## src/rtl/irrigation_cycle_controller.sv

```systemverilog
// Timed irrigation sequencer: sprinkler/drip bursts separated by soak pauses,
// reservoir inlet hysteresis, and lockout on sensor error or repeated dry cycles.
module irrigation_cycle_controller #(
    parameter int SPRINKLE_TICKS = 30,
    parameter int DRIP_TICKS     = 60,
    parameter int SOAK_TICKS     = 20,
    parameter int MAX_CYCLES     = 4,
    parameter int TIMER_W        = 8
) (
    input  logic       clock,
    input  logic       reset,
    input  logic       tick,
    input  logic       high,
    input  logic       middle,
    input  logic       low,
    input  logic       umidadeDoSolo,
    input  logic       umidadeDoAr,
    input  logic       erro,
    input  logic       ack,
    output logic       ValvulaDeAspersao,
    output logic       ValvulaDeGotejamento,
    output logic       ValvulaDeEntrada,
    output logic       saidaDoAlarme,
    output logic       fault_cycles,
    output logic [2:0] estado
);

    localparam int CNT_W = $clog2(MAX_CYCLES + 2);

    typedef enum logic [2:0] {
        IDLE     = 3'd0,
        SPRINKLE = 3'd1,
        DRIP     = 3'd2,
        SOAK     = 3'd3,
        LOCKOUT  = 3'd4
    } state_t;

    state_t             state_reg, state_next;
    logic [TIMER_W-1:0] timer_reg, timer_next;
    logic [CNT_W-1:0]   cycle_count_reg, cycle_count_next;
    logic               fault_reg, fault_next;
    logic               asp_reg, gota_reg, entrada_reg, alarme_reg;

    logic               demand;
    logic               expire;
    state_t             burst_state;
    logic [TIMER_W-1:0] burst_len;
    logic [CNT_W-1:0]   count_inc;

    assign demand      = ~umidadeDoSolo & low & ~erro;
    // timer_reg <= 1 rather than == 1 so a zero timer can never wrap
    assign expire      = tick && (timer_reg <= TIMER_W'(1));
    assign burst_state = (~umidadeDoAr & middle) ? SPRINKLE : DRIP;
    assign burst_len   = (~umidadeDoAr & middle) ? TIMER_W'(SPRINKLE_TICKS) : TIMER_W'(DRIP_TICKS);
    assign count_inc   = (cycle_count_reg == {CNT_W{1'b1}}) ? cycle_count_reg : cycle_count_reg + 1'b1;

    always_comb begin
        state_next       = state_reg;
        timer_next       = timer_reg;
        cycle_count_next = cycle_count_reg;
        fault_next       = fault_reg;
        case (state_reg)
            IDLE: begin
                if (erro) begin
                    state_next = LOCKOUT;
                end else if (umidadeDoSolo) begin
                    cycle_count_next = '0;
                end else if (demand) begin
                    state_next       = burst_state;
                    timer_next       = burst_len;
                    cycle_count_next = count_inc;
                end
            end
            SPRINKLE, DRIP: begin
                if (erro) begin
                    state_next = LOCKOUT;
                    timer_next = '0;
                end else if (umidadeDoSolo) begin
                    state_next       = IDLE;
                    timer_next       = '0;
                    cycle_count_next = '0;
                end else if (!low) begin
                    state_next = IDLE;
                    timer_next = '0;
                end else if (expire) begin
                    state_next = SOAK;
                    timer_next = TIMER_W'(SOAK_TICKS);
                end else if (tick) begin
                    timer_next = timer_reg - 1'b1;
                end
            end
            SOAK: begin
                if (erro) begin
                    state_next = LOCKOUT;
                    timer_next = '0;
                end else if (umidadeDoSolo) begin
                    state_next       = IDLE;
                    timer_next       = '0;
                    cycle_count_next = '0;
                end else if (expire) begin
                    if (demand && (cycle_count_reg >= CNT_W'(MAX_CYCLES))) begin
                        state_next = LOCKOUT;
                        timer_next = '0;
                        fault_next = 1'b1;
                    end else if (demand) begin
                        state_next       = burst_state;
                        timer_next       = burst_len;
                        cycle_count_next = count_inc;
                    end else begin
                        state_next = IDLE;
                        timer_next = '0;
                    end
                end else if (tick) begin
                    timer_next = timer_reg - 1'b1;
                end
            end
            LOCKOUT: begin
                if (ack && !erro) begin
                    state_next       = IDLE;
                    cycle_count_next = '0;
                    fault_next       = 1'b0;
                end
            end
            default: begin
                state_next = IDLE;
                timer_next = '0;
            end
        endcase
    end

    // Outputs are registered from the next-state so they line up with state_reg.
    always_ff @(posedge clock) begin
        if (reset) begin
            state_reg       <= IDLE;
            timer_reg       <= '0;
            cycle_count_reg <= '0;
            fault_reg       <= 1'b0;
            asp_reg         <= 1'b0;
            gota_reg        <= 1'b0;
            entrada_reg     <= 1'b0;
            alarme_reg      <= 1'b0;
        end else begin
            state_reg       <= state_next;
            timer_reg       <= timer_next;
            cycle_count_reg <= cycle_count_next;
            fault_reg       <= fault_next;
            asp_reg         <= (state_next == SPRINKLE);
            gota_reg        <= (state_next == DRIP);
            alarme_reg      <= ~low | erro | (state_next == LOCKOUT);
            if (high || erro) begin
                entrada_reg <= 1'b0;
            end else if (!middle) begin
                entrada_reg <= 1'b1;
            end
        end
    end

    assign ValvulaDeAspersao    = asp_reg;
    assign ValvulaDeGotejamento = gota_reg;
    assign ValvulaDeEntrada     = entrada_reg;
    assign saidaDoAlarme        = alarme_reg;
    assign fault_cycles         = fault_reg;
    assign estado               = state_reg;

endmodule

```

## config.mk

```make
export PLATFORM = sky130hd
export DESIGN_NAME = irrigation_cycle_controller
export DESIGN_NICKNAME = d
export VERILOG_FILES = /design/src/rtl/irrigation_cycle_controller.sv
export SDC_FILE = /design/constraint.sdc
export NUM_CORES = 1
export LEC_CHECK = 0
export BUFFER_PORTS_ARGS = -buffer_cell sky130_fd_sc_hd__buf_2
export CELL_PAD_IN_SITES_DETAIL_PLACEMENT = 0
export CELL_PAD_IN_SITES_GLOBAL_PLACEMENT = 1
export CORE_MARGIN = 2
export CORE_UTILIZATION = 44
export DETAILED_ROUTE_END_ITERATION = 6
export GPL_TIMING_DRIVEN = 0
export PLACE_DENSITY_LB_ADDON = 0.1
export SLEW_MARGIN = 20
export SYNTH_ARGS = -nofsm -noshare
export SYNTH_HDL_FRONTEND = slang
export SYNTH_SLANG_ARGS = --single-unit
```

## constraint.sdc

```tcl
create_clock -name clock -period 4.48 [get_ports clock]
set_input_delay 0.896 -clock clock [delete_from_list [all_inputs] [get_ports clock]]
set_output_delay 0.896 -clock clock [all_outputs]
set_load 0.01 [all_outputs]
```

==> results.sh, run 1 <==
export IMPL_run_status="complete, no violations"
export IMPL_cap_violations=0
export IMPL_grt_setup_unrepaired="false"
export IMPL_postCtsHoldBufs=0
export IMPL_synth_ff_latch_count=19
export IMPL_synthCells=159
export IMPL_core_area_mm2=0.00273
export IMPL_via_count=1267
export IMPL_synth_flop_cell="dfxtp_1"
export IMPL_worst_r2r_cell_count=6
export IMPL_drt_wirelength_per_cell_um=15.6
export IMPL_topRoutingLayerUsed="met4"
export IMPL_residual_drc=0
export IMPL_grt_first_pass_wirelength_um=5590
export IMPL_final_setup_skew_ps=9.70
export IMPL_timing_worst_setup_path_type="in2reg"
export IMPL_die_x_um=57.6
export IMPL_synth_compound_area_share_pct=27.5
export IMPL_timing_critical_path_arrival_ps=2780
export IMPL_detail_route_wirelength_met1_um=1480
export IMPL_finish_net_count=194
export IMPL_holdPathEnd="ValvulaDeEntrada"
export IMPL_drtAntennaViolNets=0
export IMPL_fmax_mhz=390
export IMPL_largest_reg_flops=8
export IMPL_power_density_cell_area_mw_per_mm2=240
export IMPL_postSynthAreaPerCell_um2=7.96
export IMPL_cts_resized=0
export IMPL_ctsLongestPathBuffers=2
export IMPL_ff2ff_setup_slack_ps=2080
export IMPL_report_final_hold_viol_count=0
export IMPL_globalRouteOverflowTotal=0
export IMPL_routed_wirelength_um=3280
export IMPL_std_cell_rows=19
export IMPL_detailroute_wirelength_met3_um=138
export IMPL_worst_endpoint_required_ps=4700
export IMPL_postSynth_asyncResetShare_pct=0
export IMPL_cts_root_buf="clkbuf_4"
export IMPL_utilization_pct=51.6
export IMPL_starting_utilization_of_the_core_area_pct=46.3
export IMPL_clock_tree_htree_level_count=1
export IMPL_yosysSeqAreaShare_pct=30.1
export IMPL_hold_path_cell_count=2
export IMPL_critPathTopFamily="simple AND/OR/NAND/NOR gates"
export IMPL_via_count_of_the_first_global_routing_pass=1205
export IMPL_place_congestion=0.901
export IMPL_intPower_uw=236
export IMPL_rr_endpoint="ValvulaDeGotejamento"
export IMPL_timing_critical_path_slowest_stage_cell="nor3_1"
export IMPL_total_leakage_power_uw=0.000550
export IMPL_clock_power_share_pct=27.1
export IMPL_cts_sinks=19
export IMPL_yosys_area_share_xor_xnor_pct=2.77
export IMPL_post_drt_via_cell_ratio=6.03
export IMPL_peakVddDrop_mv=0.163
export IMPL_crit_path_max_incr_delay_ps=630
export IMPL_post_route_period_util_pct=57.2
export IMPL_insertion_delay_ps=310
export IMPL_clkSlewWorstSetupHoldPaths_ps=120
export IMPL_critPathLaunchType="primary input"
export IMPL_period_minus_slack_ps=2560
export IMPL_drt_iter0_markers=50
export IMPL_synth_warnings=0
export IMPL_met2_routed_wl_um=1620
export IMPL_die_area_mm2=0.00332
export IMPL_worst_slew_margin_rel_pct=44.0
export IMPL_min_delay_start="ValvulaDeEntrada"
export IMPL_syn2layout_area_growth_pct=11.5
export IMPL_netlist_area_mm2=0.00126
export IMPL_hold_class="reg2reg"
export IMPL_initial_antenna_violation_count=0
export IMPL_yosys_mux_area_fraction_pct=3.56
export IMPL_dpl_hpwl_um=2460
export IMPL_power_switching_uw=103
export IMPL_crit_reg2reg_launch="timer_reg[4]"
export IMPL_power_sequential_fraction_pct=52.7
export IMPL_fillers=270
export IMPL_critical_path_peak_fanout=8
export IMPL_share_of_cells_above_drive_strength_1_pct=17.3
export IMPL_cts_repair_timing_setup_buffer_count=0
export IMPL_cp_cell_sequence="buf_2 > nor3_1 > and2_1 > clkbuf_1 > and3_1 > o32ai_1 > and3b_1"
export IMPL_post_synth_and_or_nand_nor_area_fraction_pct=27.2
export IMPL_cts_buffers=3
export IMPL_synthAdderAreaFrac_pct=3.96
export IMPL_setup_viol=0
export IMPL_end_kind="register"
export IMPL_drtPass1Iterations=4
export IMPL_setup_tns_ps=0
export IMPL_finalMaxSlewViolations=0
export IMPL_synth_top_family_by_area="compound AO/OA/AOI/OAI gates"
export IMPL_die_height_um=57.6
export IMPL_cts_tree="yes"
export IMPL_synth_cell_types=49
export IMPL_tightest_slew_ps=819
export IMPL_total_inserted_antenna_cells=0
export IMPL_synth_net_count=173
export IMPL_worstPathBufferInverterCount=2
export IMPL_synth_enable_flop_cells=0
export IMPL_power_combinational_fraction_pct=20.2
export IMPL_io_pin_count=18
export IMPL_grt_max_degree=11
export IMPL_switching_share_pct=30.3
export IMPL_port_buffers=16
export IMPL_global_routing_usage_summed_across_all_routing_layers_pct=21.7
==> cells by family (layout without fill, tap and decap cells) <==
logic type / Yosys count / after routing
simple gates: 66 / 66
compound gates: 46 / 46
flops: 19 / 19
buf+inv: 16 / 36
fa+ha+maj: 4 / 4
xor+xnor: 4 / 4
mux: 4 / 4
==> routing by layer <==
metal	up-vias	GRT usage, %
li1	637	-
met1	591	28.7
met2	34	35.9
met3	5	2.23
met4	0	9.30
met5	-	0
==> metrics by stage <==
stage | cell area, um2 | total power (uW) | hold slack [ps] | setup WS, ps | cells
after floorplan | 1260 | 229 | 442 | 1920 | 159
after global placement | 1380 | 249 | 447 | 1630 | 206
after detailed placement | 1380 | 250 | 462 | 1600 | 206
after CTS | 1410 | 339 | 479 | 1930 | 210
after global routing | 1410 | 356 | 520 | 1680 | 210
final | 1410 | 338 | 472 | 1920 | 210
==> cell usage after synthesis, types with 3 or more instances <==
| cell | instances | area [um2] |
|---|---|---|
| mux2i_1 | 3 | 30.0 |
| nand2b_1 | 5 | 31.3 |
| nor2_1 | 19 | 71.3 |
| ha_1 | 4 | 50.1 |
| nand2_1 | 13 | 48.8 |
| clkbuf_1 | 6 | 22.5 |
| o211ai_1 | 4 | 30.0 |
| a21oi_1 | 8 | 40.0 |
| nand4_1 | 4 | 25.0 |
| inv_1 | 8 | 30.0 |
| nor3_1 | 7 | 35.0 |
| dfxtp_1 | 19 | 380 |
| o21ai_0 | 10 | 50.1 |
| o32ai_1 | 3 | 26.3 |
==> how the worst max path moves through the flow <==
stage	startpoint	endpoint	slack [ps]	depth (start not counted)
5_1_grt	erro	ValvulaDeAspersao	1680	7
3_3_place_gp	tick	ValvulaDeGotejamento	1630	6
2_1_floorplan	tick	ValvulaDeGotejamento	1920	5
6_report	erro	ValvulaDeGotejamento	1920	7
3_5_place_dp	erro	ValvulaDeGotejamento	1600	7
4_1_cts	erro	ValvulaDeGotejamento	1930	7
==> placed cells by master (no fill, tap or decap), types with 5 or more instances in the layout <==
cell and count:
nor3_1 7, a21oi_1 8, inv_1 8, nor2_1 19, buf_2 18, nand2_1 13, nand2b_1 5, o21ai_0 10
dfxtp_1 19, clkbuf_1 7
==> tightest hold or removal path: stages (launching register included) <==
cell	delay, ps
dfxtp_1	320
inv_1	40
a2111oi_0	70
==> power groups by stage <==
| stage | sequential (uW) | combinational, uW | clock (uW) |
|---|---|---|---|
| final | 178 | 68.5 | 91.7 |
| after global routing | 179 | 76.1 | 101 |
| after CTS | 178 | 68.2 | 92.9 |
| after detailed placement | 182 | 68.0 | 0 |
| after global placement | 182 | 66.6 | 0 |
| after floorplan | 182 | 46.6 | 0 |
==> area by class of cell <==
cell class	count	area, um2	share of cell area, %
buffer	8	32.5	2.31
clock buffer	4	26.3	1.86
inverter	8	30.0	2.13
multi-input combinational	124	822	58.3
sequential	19	380	27.0
tap	31	38.8	2.75
timing repair buffer	16	80.1	5.68
Power figures use the tool's default switching activity.
==> run 2, diff against run 1 <==
--- a/config.mk
+++ b/config.mk
@@ -5,11 +5,12 @@
 export SDC_FILE = /design/constraint.sdc
 export NUM_CORES = 1
 export LEC_CHECK = 0
+export ABC_AREA = 1
 export BUFFER_PORTS_ARGS = -buffer_cell sky130_fd_sc_hd__buf_2
 export CELL_PAD_IN_SITES_DETAIL_PLACEMENT = 0
 export CELL_PAD_IN_SITES_GLOBAL_PLACEMENT = 1
 export CORE_MARGIN = 2
-export CORE_UTILIZATION = 44
+export CORE_UTILIZATION = 36
 export DETAILED_ROUTE_END_ITERATION = 6
 export GPL_TIMING_DRIVEN = 0
 export PLACE_DENSITY_LB_ADDON = 0.1
==> constraint.sdc (replaced) <==
create_clock -name clock -period 2.1 [get_ports clock]
set_input_delay 0.42 -clock clock [delete_from_list [all_inputs] [get_ports clock]]
set_output_delay 0.42 -clock clock [all_outputs]
set_load 0.01 [all_outputs]
==> results.sh, run 2 <==
export IMPL_end_kind="register"
export IMPL_worst_slew_margin_rel_pct=78.6
export IMPL_postSynth_asyncResetShare_pct=0
export IMPL_yosys_cell_count_top_type="nand2_1"
export IMPL_netlist_area_mm2=0.00143
export IMPL_cts_resized=0
export IMPL_syn2layout_area_growth_pct=13.0
export IMPL_ctsLongestPathBuffers=2
export IMPL_critPathLaunchType="register"
export IMPL_cts_repair_timing_setup_buffer_count=0
export IMPL_cap_violations=0
export IMPL_tightest_slew_ps=320
export IMPL_timing_worst_setup_path_type="reg2reg"
export IMPL_power_density_cell_area_mw_per_mm2=575
export IMPL_setup_viol=0
export IMPL_total_leakage_power_uw=0.000774
export IMPL_synth_flop_cell="dfxtp_1"
export IMPL_die_area_mm2=0.00448
export IMPL_clkSlewWorstSetupHoldPaths_ps=80
export IMPL_final_setup_skew_ps=9.00
export IMPL_non_filler_instance_count_after_layout=287
export IMPL_largest_reg_flops=8
export IMPL_synth_net_count=233
export IMPL_run_status="complete, no violations"
export IMPL_starting_utilization_of_the_core_area_pct=38.1
export IMPL_port_buffers=16
export IMPL_die_x_um=66.9
export IMPL_drtPass1Iterations=4
export IMPL_fmax_mhz=625
export IMPL_final_design_area_no_fill_mm2=0.00161
export IMPL_initial_antenna_violation_count=0
export IMPL_grt_setup_unrepaired="false"
export IMPL_timing_critical_path_arrival_ps=1800
export IMPL_synthDominantAreaCellType="dfxtp_1"
export IMPL_dpl_hpwl_um=2760
export IMPL_yosys_top_cells_area="dfxtp_1, nand2_1, nor2_1"
export IMPL_post_drt_via_cell_ratio=4.87
export IMPL_std_cell_rows=22
export IMPL_final_cell_mix="nand2_1, nor2_1, inv_1"
export IMPL_place_congestion=0.831
export IMPL_finalMaxSlewViolations=0
export IMPL_yosysSeqAreaShare_pct=26.7
export IMPL_post_route_period_util_pct=76.2
export IMPL_finish_net_count=254
export IMPL_io_pin_count=18
export IMPL_drt_iter0_markers=72
export IMPL_peakVddDrop_mv=0.177
export IMPL_clock_tree_htree_level_count=1
export IMPL_cts_tree="yes"
export IMPL_synth_warnings=0
export IMPL_core_area_mm2=0.00374
export IMPL_place_inst=283
export IMPL_setup_ws_post_layout_ps=501
export IMPL_via_count_of_the_first_global_routing_pass=1293
export IMPL_total_inserted_antenna_cells=0
export IMPL_period_minus_slack_ps=1600
export IMPL_report_final_hold_viol_count=0
export IMPL_synth_ff_latch_count=19
export IMPL_share_of_cells_above_drive_strength_1_pct=24.7
export IMPL_cts_sinks=19
export IMPL_synth_cell_types=32
export IMPL_cts_root_buf="clkbuf_8"
export IMPL_layout_commonest_cell="nand2_1"
export IMPL_drtAntennaViolNets=0
export IMPL_grt_first_pass_wirelength_um=5910
export IMPL_synth_common_cells="nand2_1, nor2_1, inv_1, dfxtp_1, nand3_1"
export IMPL_global_routing_usage_summed_across_all_routing_layers_pct=17.2
export IMPL_utilization_pct=43.0
export IMPL_die_height_um=66.9
export IMPL_routed_wirelength_um=3450
export IMPL_insertion_delay_ps=260
export IMPL_fillers=456
export IMPL_residual_drc=0
export IMPL_cts_buffers=3
export IMPL_grt_max_degree=11
export IMPL_worst_endpoint_required_ps=2300
export IMPL_critical_path_peak_fanout=7
export IMPL_postSynthAreaPerCell_um2=6.51
export IMPL_postPlaceCellArea_mm2=0.00157
export IMPL_via_count=1399
export IMPL_globalRouteOverflowTotal=0
export IMPL_drt_wirelength_per_cell_um=12.0
export IMPL_setup_tns_ps=0
export IMPL_synth_enable_flop_cells=0
export IMPL_post_synth_top_area_fraction_pct=26.7
export IMPL_preCtsSetupSlack_ps=444
export IMPL_synthCells=219
export IMPL_postCtsHoldBufs=0
export IMPL_hold_class="in2reg"
-- run 2: stage by stage --
step | hold WS [ps] | total power [uW]
after CTS | 311 | 934
after detailed placement | 438 | 675
final | 307 | 926
after floorplan | 443 | 605
after global routing | 321 | 987
after global placement | 434 | 675
-- run 2: final timing paths --
path,from,cells after the start,slack [ps],endpoint
setup / recovery,timer_reg[1],12,500,estado[2]
hold / removal,high,2,310,ValvulaDeEntrada
setup reg to reg,timer_reg[1],12,500,estado[2]
hold reg to reg,fault_cycles,2,440,fault_cycles
-- run 2: kinds of logic (layout without fill, tap and decap cells) --
group | after synthesis | in the layout | synth area share, %
AO/OA/AOI/OAI | 26 | 26 | 12.6
XOR/XNOR | 2 | 2 | 1.23
adder cells (fa/ha/maj) | 4 | 4 | 3.51
buffers and inverters | 32 | 52 | 8.51
flip-flops | 19 | 19 | 26.7
AND/OR/NAND/NOR | 136 | 136 | 47.5
-- run 2: layer usage --
| metal | vias to the layer above | part of all wire, % | routed length [um] | GRT usage (%) |
|---|---|---|---|---|
| met5 | - | 0 | 0 | 0 |
| li1 | 738 | - | - | - |
| met4 | 0 | 0.81 | 28 | 4.08 |
| met1 | 640 | 49 | 1710 | 21.8 |
| met2 | 17 | 47 | 1620 | 30.6 |
| met3 | 4 | 2.6 | 91 | 2.20 |
-- run 2: power breakdown --
group | leakage, uW | switching [uW] | internal (uW) | total (uW)
Combinational | 0.000596 | 167 | 92.6 | 260
Clock | 0.0000228 | 126 | 135 | 261
Sequential | 0.000155 | 23.5 | 382 | 405
-- run 2: critical path: stages (launching register included) --
cell and delay (ps):
dfxtp_1 340, inv_1 80, ha_1 190, inv_1 50
nand2_1 60, nand3_2 80, nor2_4 200, nor2_1 120
a21oi_1 150, nand2_1 70, nand2_1 60, nand3_1 80
inv_1 60
-- run 2: cell type report --
cell class | instances | area [um2] | area share [%]
timing repair buffer | 16 | 80.1 | 4.97
buffer | 1 | 5.00 | 0.311
tap | 48 | 60.1 | 3.73
multi-input combinational | 168 | 925 | 57.4
inverter | 31 | 116 | 7.22
sequential | 19 | 380 | 23.6
clock buffer | 4 | 45.0 | 2.80
